--- src/rtl/containment_panel_if.sv ---
// Signal bundle between the scp_079 containment core and the containment panel:
// alarm/cheat/acknowledge inputs toward the panel, status lights and counters back.
interface containment_panel_if;
  logic       a1;
  logic       a2;
  logic       a3;
  logic       cheat_out;
  logic       operator_ack;
  logic       green;
  logic       yellow;
  logic       red;
  logic       lockdown;
  logic [1:0] panel_state;
  logic [3:0] breach_count;

  // master drives the alarms (core / operator side), slave is the panel
  modport master (
    output a1, a2, a3, cheat_out, operator_ack,
    input  green, yellow, red, lockdown, panel_state, breach_count
  );

  modport slave (
    input  a1, a2, a3, cheat_out, operator_ack,
    output green, yellow, red, lockdown, panel_state, breach_count
  );
endinterface

--- src/rtl/containment_panel.sv ---
// Containment status panel: SECURE/ALERT/BREACH/LOCKDOWN escalation with registered lights.
// Optional feature macro: PANEL_BLINK_EN (red blinks every BLINK_HALF cycles in LOCKDOWN).
module containment_panel #(
  parameter int CLEAR_CYCLES   = 8,
  parameter int ALERT_LIMIT    = 30,
  parameter int HOLD_CYCLES    = 5,
  parameter int LOCK_THRESHOLD = 3,
  parameter int BLINK_HALF     = 500
) (
  input logic                 clock,
  input logic                 reset,
  containment_panel_if.slave  bus
);

  if (CLEAR_CYCLES < 1 || CLEAR_CYCLES > 1023 || ALERT_LIMIT < 1 || ALERT_LIMIT > 1023 ||
      HOLD_CYCLES < 1 || HOLD_CYCLES > 1023 || LOCK_THRESHOLD < 1 || LOCK_THRESHOLD > 15 ||
      BLINK_HALF < 1 || BLINK_HALF > 1023) begin : g_param_check
    $error("containment_panel: parameter out of range");
  end

  localparam logic [9:0] CLEAR_LIM = 10'(CLEAR_CYCLES);
  localparam logic [9:0] ALERT_LIM = 10'(ALERT_LIMIT);
  localparam logic [9:0] HOLD_LIM  = 10'(HOLD_CYCLES);
  localparam logic [3:0] LOCK_LIM  = 4'(LOCK_THRESHOLD);

  typedef enum logic [1:0] {
    SECURE   = 2'd0,
    ALERT    = 2'd1,
    BREACH   = 2'd2,
    LOCKDOWN = 2'd3
  } state_t;

  function automatic logic [9:0] sat_inc10(input logic [9:0] v);
    return (v == 10'h3ff) ? v : v + 10'd1;
  endfunction

  function automatic logic [3:0] sat_inc4(input logic [3:0] v);
    return (v == 4'hf) ? v : v + 4'd1;
  endfunction

  state_t     st, st_nx;
  logic [9:0] sus_cnt, sus_nx;
  logic [9:0] clr_cnt, clr_nx;
  logic [9:0] hold_cnt, hold_nx;
  logic [3:0] bcnt, bcnt_nx;
  logic       green_p1, yellow_p1, red_p1, lockdown_p1;
  logic       red_nx;
  logic       any_alarm, multi_alarm;

  assign any_alarm   = bus.a1 | bus.a2 | bus.a3;
  assign multi_alarm = (bus.a1 & bus.a2) | (bus.a1 & bus.a3) | (bus.a2 & bus.a3);

  // Next-state decision; limits are tested on the counter values already reached
  always_comb begin
    st_nx   = st;
    sus_nx  = sus_cnt;
    clr_nx  = clr_cnt;
    hold_nx = hold_cnt;
    bcnt_nx = bcnt;
    unique case (st)
      SECURE: begin
        if (bus.cheat_out)  st_nx = BREACH;
        else if (any_alarm) st_nx = ALERT;
      end
      ALERT: begin
        if (bus.cheat_out || multi_alarm)           st_nx = BREACH;
        else if (sus_cnt >= ALERT_LIM)              st_nx = BREACH;
        else if (!any_alarm && clr_cnt >= CLEAR_LIM) st_nx = SECURE;
        else if (any_alarm) begin
          sus_nx = sat_inc10(sus_cnt);
          clr_nx = '0;
        end else begin
          clr_nx = sat_inc10(clr_cnt);
          sus_nx = '0;
        end
      end
      BREACH: begin
        if (bcnt >= LOCK_LIM) st_nx = LOCKDOWN;
        else if (hold_cnt >= HOLD_LIM && !any_alarm && !bus.cheat_out) st_nx = ALERT;
        else if (hold_cnt < HOLD_LIM) hold_nx = sat_inc10(hold_cnt);
      end
      LOCKDOWN: begin
        if (bus.operator_ack) begin
          st_nx   = SECURE;
          bcnt_nx = '0;
        end
      end
      default: st_nx = SECURE;
    endcase
    // every state entry restarts the counters; a BREACH entry also counts itself
    if (st_nx != st) begin
      sus_nx  = '0;
      clr_nx  = '0;
      hold_nx = '0;
      if (st_nx == BREACH) bcnt_nx = sat_inc4(bcnt);
    end
  end

`ifdef PANEL_BLINK_EN
  localparam logic [9:0] BLINK_LAST = 10'(BLINK_HALF - 1);
  logic [9:0] blink_cnt, blink_nx;

  always_comb begin
    blink_nx = '0;
    red_nx   = (st_nx == BREACH);
    if (st_nx == LOCKDOWN) begin
      if (st != LOCKDOWN) begin
        red_nx = 1'b1;
      end else if (blink_cnt >= BLINK_LAST) begin
        red_nx = ~red_p1;
      end else begin
        red_nx   = red_p1;
        blink_nx = blink_cnt + 10'd1;
      end
    end
  end

  always_ff @(posedge clock or posedge reset) begin
    if (reset) blink_cnt <= '0;
    else       blink_cnt <= blink_nx;
  end
`else
  assign red_nx = (st_nx == BREACH) || (st_nx == LOCKDOWN);
`endif

  // Register stage: state, counters and the lights decoded from the next state
  always_ff @(posedge clock or posedge reset) begin
    if (reset) begin
      st          <= SECURE;
      sus_cnt     <= '0;
      clr_cnt     <= '0;
      hold_cnt    <= '0;
      bcnt        <= '0;
      green_p1    <= 1'b1;
      yellow_p1   <= 1'b0;
      red_p1      <= 1'b0;
      lockdown_p1 <= 1'b0;
    end else begin
      st          <= st_nx;
      sus_cnt     <= sus_nx;
      clr_cnt     <= clr_nx;
      hold_cnt    <= hold_nx;
      bcnt        <= bcnt_nx;
      green_p1    <= (st_nx == SECURE);
      yellow_p1   <= (st_nx == ALERT);
      red_p1      <= red_nx;
      lockdown_p1 <= (st_nx == LOCKDOWN);
    end
  end

  assign bus.green        = green_p1;
  assign bus.yellow       = yellow_p1;
  assign bus.red          = red_p1;
  assign bus.lockdown     = lockdown_p1;
  assign bus.panel_state  = st;
  assign bus.breach_count = bcnt;

endmodule

--- src/flat_wrapper.sv ---
// flat-port wrapper written by rule: the top's interface ports become plain ports
module containment_panel_flat 
#(
  parameter int CLEAR_CYCLES   = 8,
  parameter int ALERT_LIMIT    = 30,
  parameter int HOLD_CYCLES    = 5,
  parameter int LOCK_THRESHOLD = 3,
  parameter int BLINK_HALF     = 500
)
  (clock, reset, bus_a1, bus_a2, bus_a3, bus_cheat_out, bus_operator_ack, bus_green, bus_yellow, bus_red, bus_lockdown, bus_panel_state, bus_breach_count);
  containment_panel_if bus_i ();
  input logic clock;
  input logic reset;
  input wire logic [$bits(bus_i.a1)-1:0] bus_a1;
  input wire logic [$bits(bus_i.a2)-1:0] bus_a2;
  input wire logic [$bits(bus_i.a3)-1:0] bus_a3;
  input wire logic [$bits(bus_i.cheat_out)-1:0] bus_cheat_out;
  input wire logic [$bits(bus_i.operator_ack)-1:0] bus_operator_ack;
  output wire logic [$bits(bus_i.green)-1:0] bus_green;
  output wire logic [$bits(bus_i.yellow)-1:0] bus_yellow;
  output wire logic [$bits(bus_i.red)-1:0] bus_red;
  output wire logic [$bits(bus_i.lockdown)-1:0] bus_lockdown;
  output wire logic [$bits(bus_i.panel_state)-1:0] bus_panel_state;
  output wire logic [$bits(bus_i.breach_count)-1:0] bus_breach_count;
  assign bus_i.a1 = bus_a1;
  assign bus_i.a2 = bus_a2;
  assign bus_i.a3 = bus_a3;
  assign bus_i.cheat_out = bus_cheat_out;
  assign bus_i.operator_ack = bus_operator_ack;
  assign bus_green = bus_i.green;
  assign bus_yellow = bus_i.yellow;
  assign bus_red = bus_i.red;
  assign bus_lockdown = bus_i.lockdown;
  assign bus_panel_state = bus_i.panel_state;
  assign bus_breach_count = bus_i.breach_count;
  containment_panel #(.CLEAR_CYCLES(CLEAR_CYCLES), .ALERT_LIMIT(ALERT_LIMIT), .HOLD_CYCLES(HOLD_CYCLES), .LOCK_THRESHOLD(LOCK_THRESHOLD), .BLINK_HALF(BLINK_HALF)) u_core (.clock(clock), .reset(reset), .bus(bus_i));
endmodule
--- config.mk ---
export PLATFORM = sky130hd
export DESIGN_NAME = containment_panel_flat
export DESIGN_NICKNAME = d
export VERILOG_FILES = /design/src/rtl/containment_panel_if.sv /design/src/rtl/containment_panel.sv /design/src/flat_wrapper.sv
export SDC_FILE = /design/constraint.sdc
export NUM_CORES = 1
export LEC_CHECK = 0
export CORE_MARGIN = 3
export CORE_UTILIZATION = 40
export CTS_CLUSTER_SIZE = 40
export DETAILED_ROUTE_END_ITERATION = 7
export PLACE_DENSITY = 0.67
export SLEW_MARGIN = 40
export SYNTH_ARGS = -nofsm -noshare
export SYNTH_HDL_FRONTEND = slang
export SYNTH_SLANG_ARGS = --single-unit
--- constraint.sdc ---
create_clock -name clock -period 3.2 [get_ports clock]
set_input_delay 0.64 -clock clock [delete_from_list [all_inputs] [get_ports clock]]
set_output_delay 0.64 -clock clock [all_outputs]
set_load 0.01 [all_outputs]
# Word-level counts from Yosys, hierarchy flattened
# Cells that the tools add are included.
[word_totals] word_cells=94 output_inout_bits=10 reg_bits=40
[classes] n_lt_le_gt_ge=5 muxes=34 n_addsub=4 n_reduce_logical=15 n_bitwise=7 eq_ne=20
[ops] op="10-bit two-way mux" count=20
[ops] op="10-bit by 1-bit adder with 10-bit output (second input constant)" count=3
[ops] op="10-bit == test (second input constant)" count=3
[ops] op="4-bit two-way mux" count=5
[ops] op="2-bit two-way mux" count=8
[ops] op="5-bit AND reduction" count=3
[ops] op="2-bit != test (second input constant)" count=6
[ops] op="10-bit by 3-bit >= comparator with 1-bit output (second input constant)" count=1
[ops] op="10-bit by 4-bit >= comparator with 1-bit output (second input constant)" count=1
[ops] op="10-bit by 5-bit >= comparator with 1-bit output (second input constant)" count=1
[ops] op="10-bit by 3-bit < comparator with 1-bit output (second input constant)" count=1
[ops] op="2-bit == test (second input constant)" count=4
[ops] op="2-bit case mux with 4 select lines" count=1
[ops] op="3-bit != test (second input constant)" count=2
[ops] op="2-bit nonzero test" count=3
[ops] op="4-bit by 1-bit adder with 4-bit output (second input constant)" count=1
[ops] op="2-bit by 1-bit == test with 1-bit output (second input constant)" count=2
[ops] op="4-bit == test (second input constant)" count=1
[ops] op="4-bit by 2-bit >= comparator with 1-bit output (second input constant)" count=1
[ops] op="2-bit zero test" count=2
[ops] op="1-bit bitwise OR" count=4
[ops] op="1-bit AND" count=3
[ops] op="1-bit logical AND" count=3
[ops] op="3-bit by 2-bit != test with 1-bit output (second input constant)" count=1
[ops] op="other kinds (3)" count=5

# Depth between registers and ports, before layout
[logic_depth] ltp_word=11 ltp_mapped=8 ltp_nobuf=8

# Least setup slack after synthesis
# No wires, ideal clock.
[synth_timing] kind="input port to flip-flop" startpoint="in bus_cheat_out" endpoint="reg u_core.clr_cnt[5]" path_slack_ps=756 path_stages=6 setup_time_ps=77 path_buffers=1 arrival_time_ps=2366 path_cell_list="or4_4 -> nor4_4 -> nand3_1 -> buf_2 -> or4_1 -> a21oi_1"
[synth_via] elab_chain_len=8 elab_cells_between_ends=16
[synth_rtl] element="start, declared" line_no="flat_wrapper.sv:17" text="input wire logic [$bits(bus_i.cheat_out)-1:0] bus_cheat_out;"
[synth_rtl] element="1-bit zero test" line_no="containment_panel.sv:79" text="else if (hold_cnt >= HOLD_LIM && !any_alarm && !bus.cheat_out) st_nx = ALERT;"
[synth_rtl] element="1-bit logical AND" line_no="containment_panel.sv:79"
[synth_rtl] element="2-bit two-way mux" line_no="containment_panel.sv:79"
[synth_rtl] element="2-bit two-way mux" line_no="containment_panel.sv:78" text="if (bcnt >= LOCK_LIM) st_nx = LOCKDOWN;"
[synth_rtl] element="2-bit case mux with 4 select lines" line_no="containment_panel.sv:60" text="unique case (st)"
[synth_rtl] element="2-bit != test" line_no="containment_panel.sv:91" text="if (st_nx != st) begin"
[synth_rtl] element="3-bit by 2-bit != test with 1-bit output (no line), or another cell as far along"
[synth_rtl] element="5-bit AND reduction (no line)"
[synth_rtl] element="end signal, assigned" line_no="containment_panel.sv:141" text="clr_cnt <= clr_nx;"
[synth_rtl] element="end, declared" line_no="containment_panel.sv:43" text="logic [9:0] clr_cnt, clr_nx;"
# Parallel ways exist; a longest one is shown, timed or not.
# A chain may end at the register's enable or synchronous reset.

# Worst setup path after layout
[layout_timing] startpoint="in bus_a3" endpoint="reg u_core.clr_cnt[5]"
[layout_via] elab_chain_len=10 elab_cells_between_ends=31
[layout_rtl] element="start, declared" line_no="flat_wrapper.sv:16" text="input wire logic [$bits(bus_i.a3)-1:0] bus_a3;"
[layout_rtl] element="1-bit bitwise OR" line_no="containment_panel.sv:50" text="assign any_alarm = bus.a1 | bus.a2 | bus.a3;"
[layout_rtl] element="1-bit zero test" line_no="containment_panel.sv:68, containment_panel.sv:79"
[layout_rtl] element="1-bit logical AND (on tied branches)" line_no="containment_panel.sv:68, containment_panel.sv:79"
[layout_rtl] element="2-bit two-way mux / 1-bit logical AND (equally long branches)" line_no="containment_panel.sv:68, containment_panel.sv:79"
[layout_rtl] element="2-bit two-way mux (on tied branches)" line_no="containment_panel.sv:67, containment_panel.sv:79"
[layout_rtl] element="2-bit two-way mux (on tied branches)" line_no="containment_panel.sv:66, containment_panel.sv:78"
[layout_rtl] element="2-bit case mux with 4 select lines" line_no="containment_panel.sv:60"
[layout_rtl] element="2-bit != test" line_no="containment_panel.sv:91"
[layout_rtl] element="3-bit by 2-bit != test with 1-bit output (no line), or another cell as far along"
[layout_rtl] element="5-bit AND reduction (no line)"
# Parallel ways exist; a longest one is shown, timed or not. The select of a mux whose other input is x is not followed.

==> impl_metrics.env <==
export IMPL_cts_setup_buffers=0
export IMPL_synth_edf_count=0
export IMPL_die_w_um=79.4
export IMPL_grt_pass1_vias=1679
export IMPL_grt_overflow=0
export IMPL_cts_htree_levels=2
export IMPL_multi_input_area_sq_mm=0.00108
export IMPL_critical_path_class="input port to flip-flop"
export IMPL_drt_wl_total_mm=4.50
export IMPL_dp_hpwl_mm=3.21
export IMPL_cellPowerDensity_mw_per_mm2=652
export IMPL_via_per_inst=5.34
export IMPL_area_growth_pct=18.9
export IMPL_critPathMostFrequentCell="a21oi_1"
export IMPL_drt_pass1_iter_count=4
export IMPL_synth_seq_cells=40
export IMPL_core_area_sq_mm=0.00514
export IMPL_crit_buf_inv=1
export IMPL_hold_class="flip-flop to flip-flop"
export IMPL_antenna_cells=0
export IMPL_tritoncts="yes"
export IMPL_instances_no_fill=314
export IMPL_vias=1678
export IMPL_clockBufferDepth=2
export IMPL_fin_crit_sh_pct=88.4
export IMPL_cts_root_buf="clkbuf_8"
export IMPL_fmax_ghz=0.354
export IMPL_grt_usage_pct=16.0
export IMPL_setup_viol=0
export IMPL_maxCapViolCount=0
export IMPL_std_cell_rows=26
export IMPL_yosys_warnings=0
export IMPL_total_leakage_power_uw=0.00112
export IMPL_die_y_um=79.4
export IMPL_crit_family="simple AND/OR/NAND/NOR gates"
export IMPL_endpoint_kind="flip-flop"
export IMPL_critPathSlowestCell="or4b_1"
export IMPL_postSynthCellCount=216
export IMPL_holdWs_ns=0.480
export IMPL_utilization_pct=49.8
export IMPL_cts_sinks=40
export IMPL_cts_resized=0
export IMPL_regArea_sq_mm=0.00100
export IMPL_fin_crit_ns=2.83
export IMPL_finalHoldViolations=0
export IMPL_yosysSeqAreaShare_pct=46.6
export IMPL_cts_clk_slew_worst_paths_ns=0.07
export IMPL_routedWlPerCell_um=14.3
export IMPL_synth_cell_area_sq_mm=0.00215
export IMPL_rsz0062_at_grt="no"
export IMPL_layout_cells_most_common="dfrtp_1"
export IMPL_nNetsFinal=258
export IMPL_start_kind="input port"
export IMPL_drt_initial_drc_count=107
export IMPL_status="completed"
export IMPL_ant_nets=0
export IMPL_grt_max_degree=41
export IMPL_layout_common_cells="dfrtp_1 (39), nor2_1 (17), clkdlybuf4s50_1 (16)"
export IMPL_design_die_area_sq_mm=0.00630
export IMPL_power_uw=1670
export IMPL_grt_antenna_before_repair=0
export IMPL_worst_pin_slew_ns=0.613
export IMPL_drcViolationCount=0
export IMPL_finalMaxSlewViolations=0
export IMPL_drive_gt1_share_pct=14.3
export IMPL_start_util_pct=41.9
export IMPL_clkLatencyLatePin_ns=0.29
export IMPL_pin_count=17
export IMPL_finClkSkew_ns=0.00319
export IMPL_yosysUniqueCellTypes=48
export IMPL_routabilityCongestion=0.786
export IMPL_dp_cells=306
export IMPL_syn_mean_instance_area_sq_um=9.96
export IMPL_timing_setup_tns_ns=0
export IMPL_async_reset_ff_share_pct=100
export IMPL_grt_pass1_wl_mm=7.94
export IMPL_numCtsBuffers=5
export IMPL_cp_slowest_stage_delay_ns=0.70
export IMPL_slew_headroom_pct=58.9
export IMPL_worstPathCellList="clkdlybuf4s50_1 > maj3_1 > nor4b_1 > a21oi_1 > or4b_1 > a21oi_1"
export IMPL_crit_path_max_fanout=10
export IMPL_io_buffers=16
export IMPL_cts_hold_buf=0
export IMPL_synth_ff_type="dfrtp_1"
export IMPL_crit_required_ns=3.41
export IMPL_syn_num_nets=231
export IMPL_irDropWorstVdd_mv=0.496
export IMPL_arrival_ns=3.04
export IMPL_n_fill_cell=497
==> cells by family (layout without fill, tap and decap cells) <==
| group | after synthesis | count (layout) | share of synthesized area, % |
|---|---|---|---|
| compound gates | 44 | 44 | 13.5 |
| xor+xnor | 4 | 4 | 1.63 |
| fa+ha+maj | 9 | 9 | 5.12 |
| buf+inv | 19 | 47 | 3.43 |
| flops | 40 | 40 | 46.6 |
| mux | 6 | 6 | 2.91 |
| simple gates | 94 | 94 | 26.8 |
==> where the power goes <==
| part | internal (uW) | switching [uW] |
|---|---|---|
| Sequential | 575 | 77.4 |
| Clock | 197 | 170 |
| Combinational | 280 | 370 |
| Total | 1050 | 617 |
==> worst paths after layout <==
kind / from / to / slack (ns) / cells after the start
max: bus_a3 / u_core.clr_cnt[5] / 0.37 / 6
min: u_core.sus_cnt[5] / u_core.sus_cnt[5] / 0.48 / 1
max reg2reg: u_core.bus.breach_count[0] / u_core.clr_cnt[5] / 0.44 / 6
min reg2reg: u_core.sus_cnt[5] / u_core.sus_cnt[5] / 0.48 / 1
max in group asynchronous: reset / u_core.bus.green / 2.05 / 3
min in group asynchronous: reset / u_core.clr_cnt[2] / 0.78 / 3
==> final cells by class <==
type	count	area share (%)
timing repair buffer	27	9.49
inverter	12	1.76
sequential	40	39.2
multi-input combinational	157	42.2
clock buffer	8	3.91
tap	70	3.42
==> through the flow <==
| step | instance area, sq um | worst slack, ns |
|---|---|---|
| after floorplan | 2150 | 0.756 |
| final | 2560 | 0.373 |
| after CTS | 2560 | 0.364 |
| after global routing | 2560 | 0.270 |
| after global placement | 2450 | 0.0510 |
| after detailed placement | 2460 | 0.0827 |
==> per-layer routing <==
layer	part of all wire (%)	up-vias	global-route usage, %	wire length, um
met4	1.3	0	5.84	59
met2	46	25	25.2	2070
met5	0	-	0	0
met3	3.7	6	3.97	168
li1	-	838	-	-
met1	49	809	21.5	2200
==> cell usage after synthesis, types with 2 or more instances <==
| library cell | count | area share (%) |
|---|---|---|
| nor3b_1 | 3 | 1.0 |
| or4_2 | 2 | 0.81 |
| and2_1 | 15 | 4.4 |
| inv_1 | 12 | 2.1 |
| nand3_1 | 8 | 1.9 |
| or3_1 | 4 | 1.2 |
| nand4_1 | 4 | 1.2 |
| dfrtp_1 | 39 | 45 |
| mux2i_1 | 4 | 1.9 |
| nor4b_1 | 3 | 1.2 |
| clkbuf_1 | 5 | 0.87 |
| mux2_2 | 2 | 1.0 |
| or4b_1 | 2 | 0.93 |
| nor3_1 | 3 | 0.70 |
| a21oi_1 | 14 | 3.3 |
| ha_1 | 8 | 4.7 |
| or2_2 | 2 | 0.58 |
| xnor2_1 | 4 | 1.6 |
| o21ai_0 | 10 | 2.3 |
| a41oi_1 | 3 | 1.2 |
| a21o_1 | 2 | 0.70 |
| a31oi_1 | 2 | 0.58 |
| buf_2 | 2 | 0.47 |
| o31ai_1 | 6 | 2.1 |
| a211oi_1 | 2 | 0.70 |
| nand2b_1 | 2 | 0.58 |
| or4_1 | 6 | 2.1 |
| nand2_1 | 11 | 1.9 |
| nor2_1 | 17 | 3.0 |
==> registers in the layout, summed over array words and instances, names as in the netlist <==
signal / flops
u_core.sus_cnt: 10
u_core.bus.panel_state: 2
u_core.bus.breach_count: 4
u_core.bus.yellow: 1
u_core.clr_cnt: 10
u_core.bus.green: 1
u_core.bus.lockdown: 1
u_core.hold_cnt: 10
u_core.bus.red: 1
==> worst reg2reg max path, cell delays in order (launching register included) <==
cell and delay (ns):
dfrtp_1 0.44, ha_1 0.28, or4b_1 0.55, a2111oi_2 0.30, nor3b_1 0.14, or4b_1 0.76, a21oi_1 0.21
No activity file was read; power rests on OpenSTA's default activity.
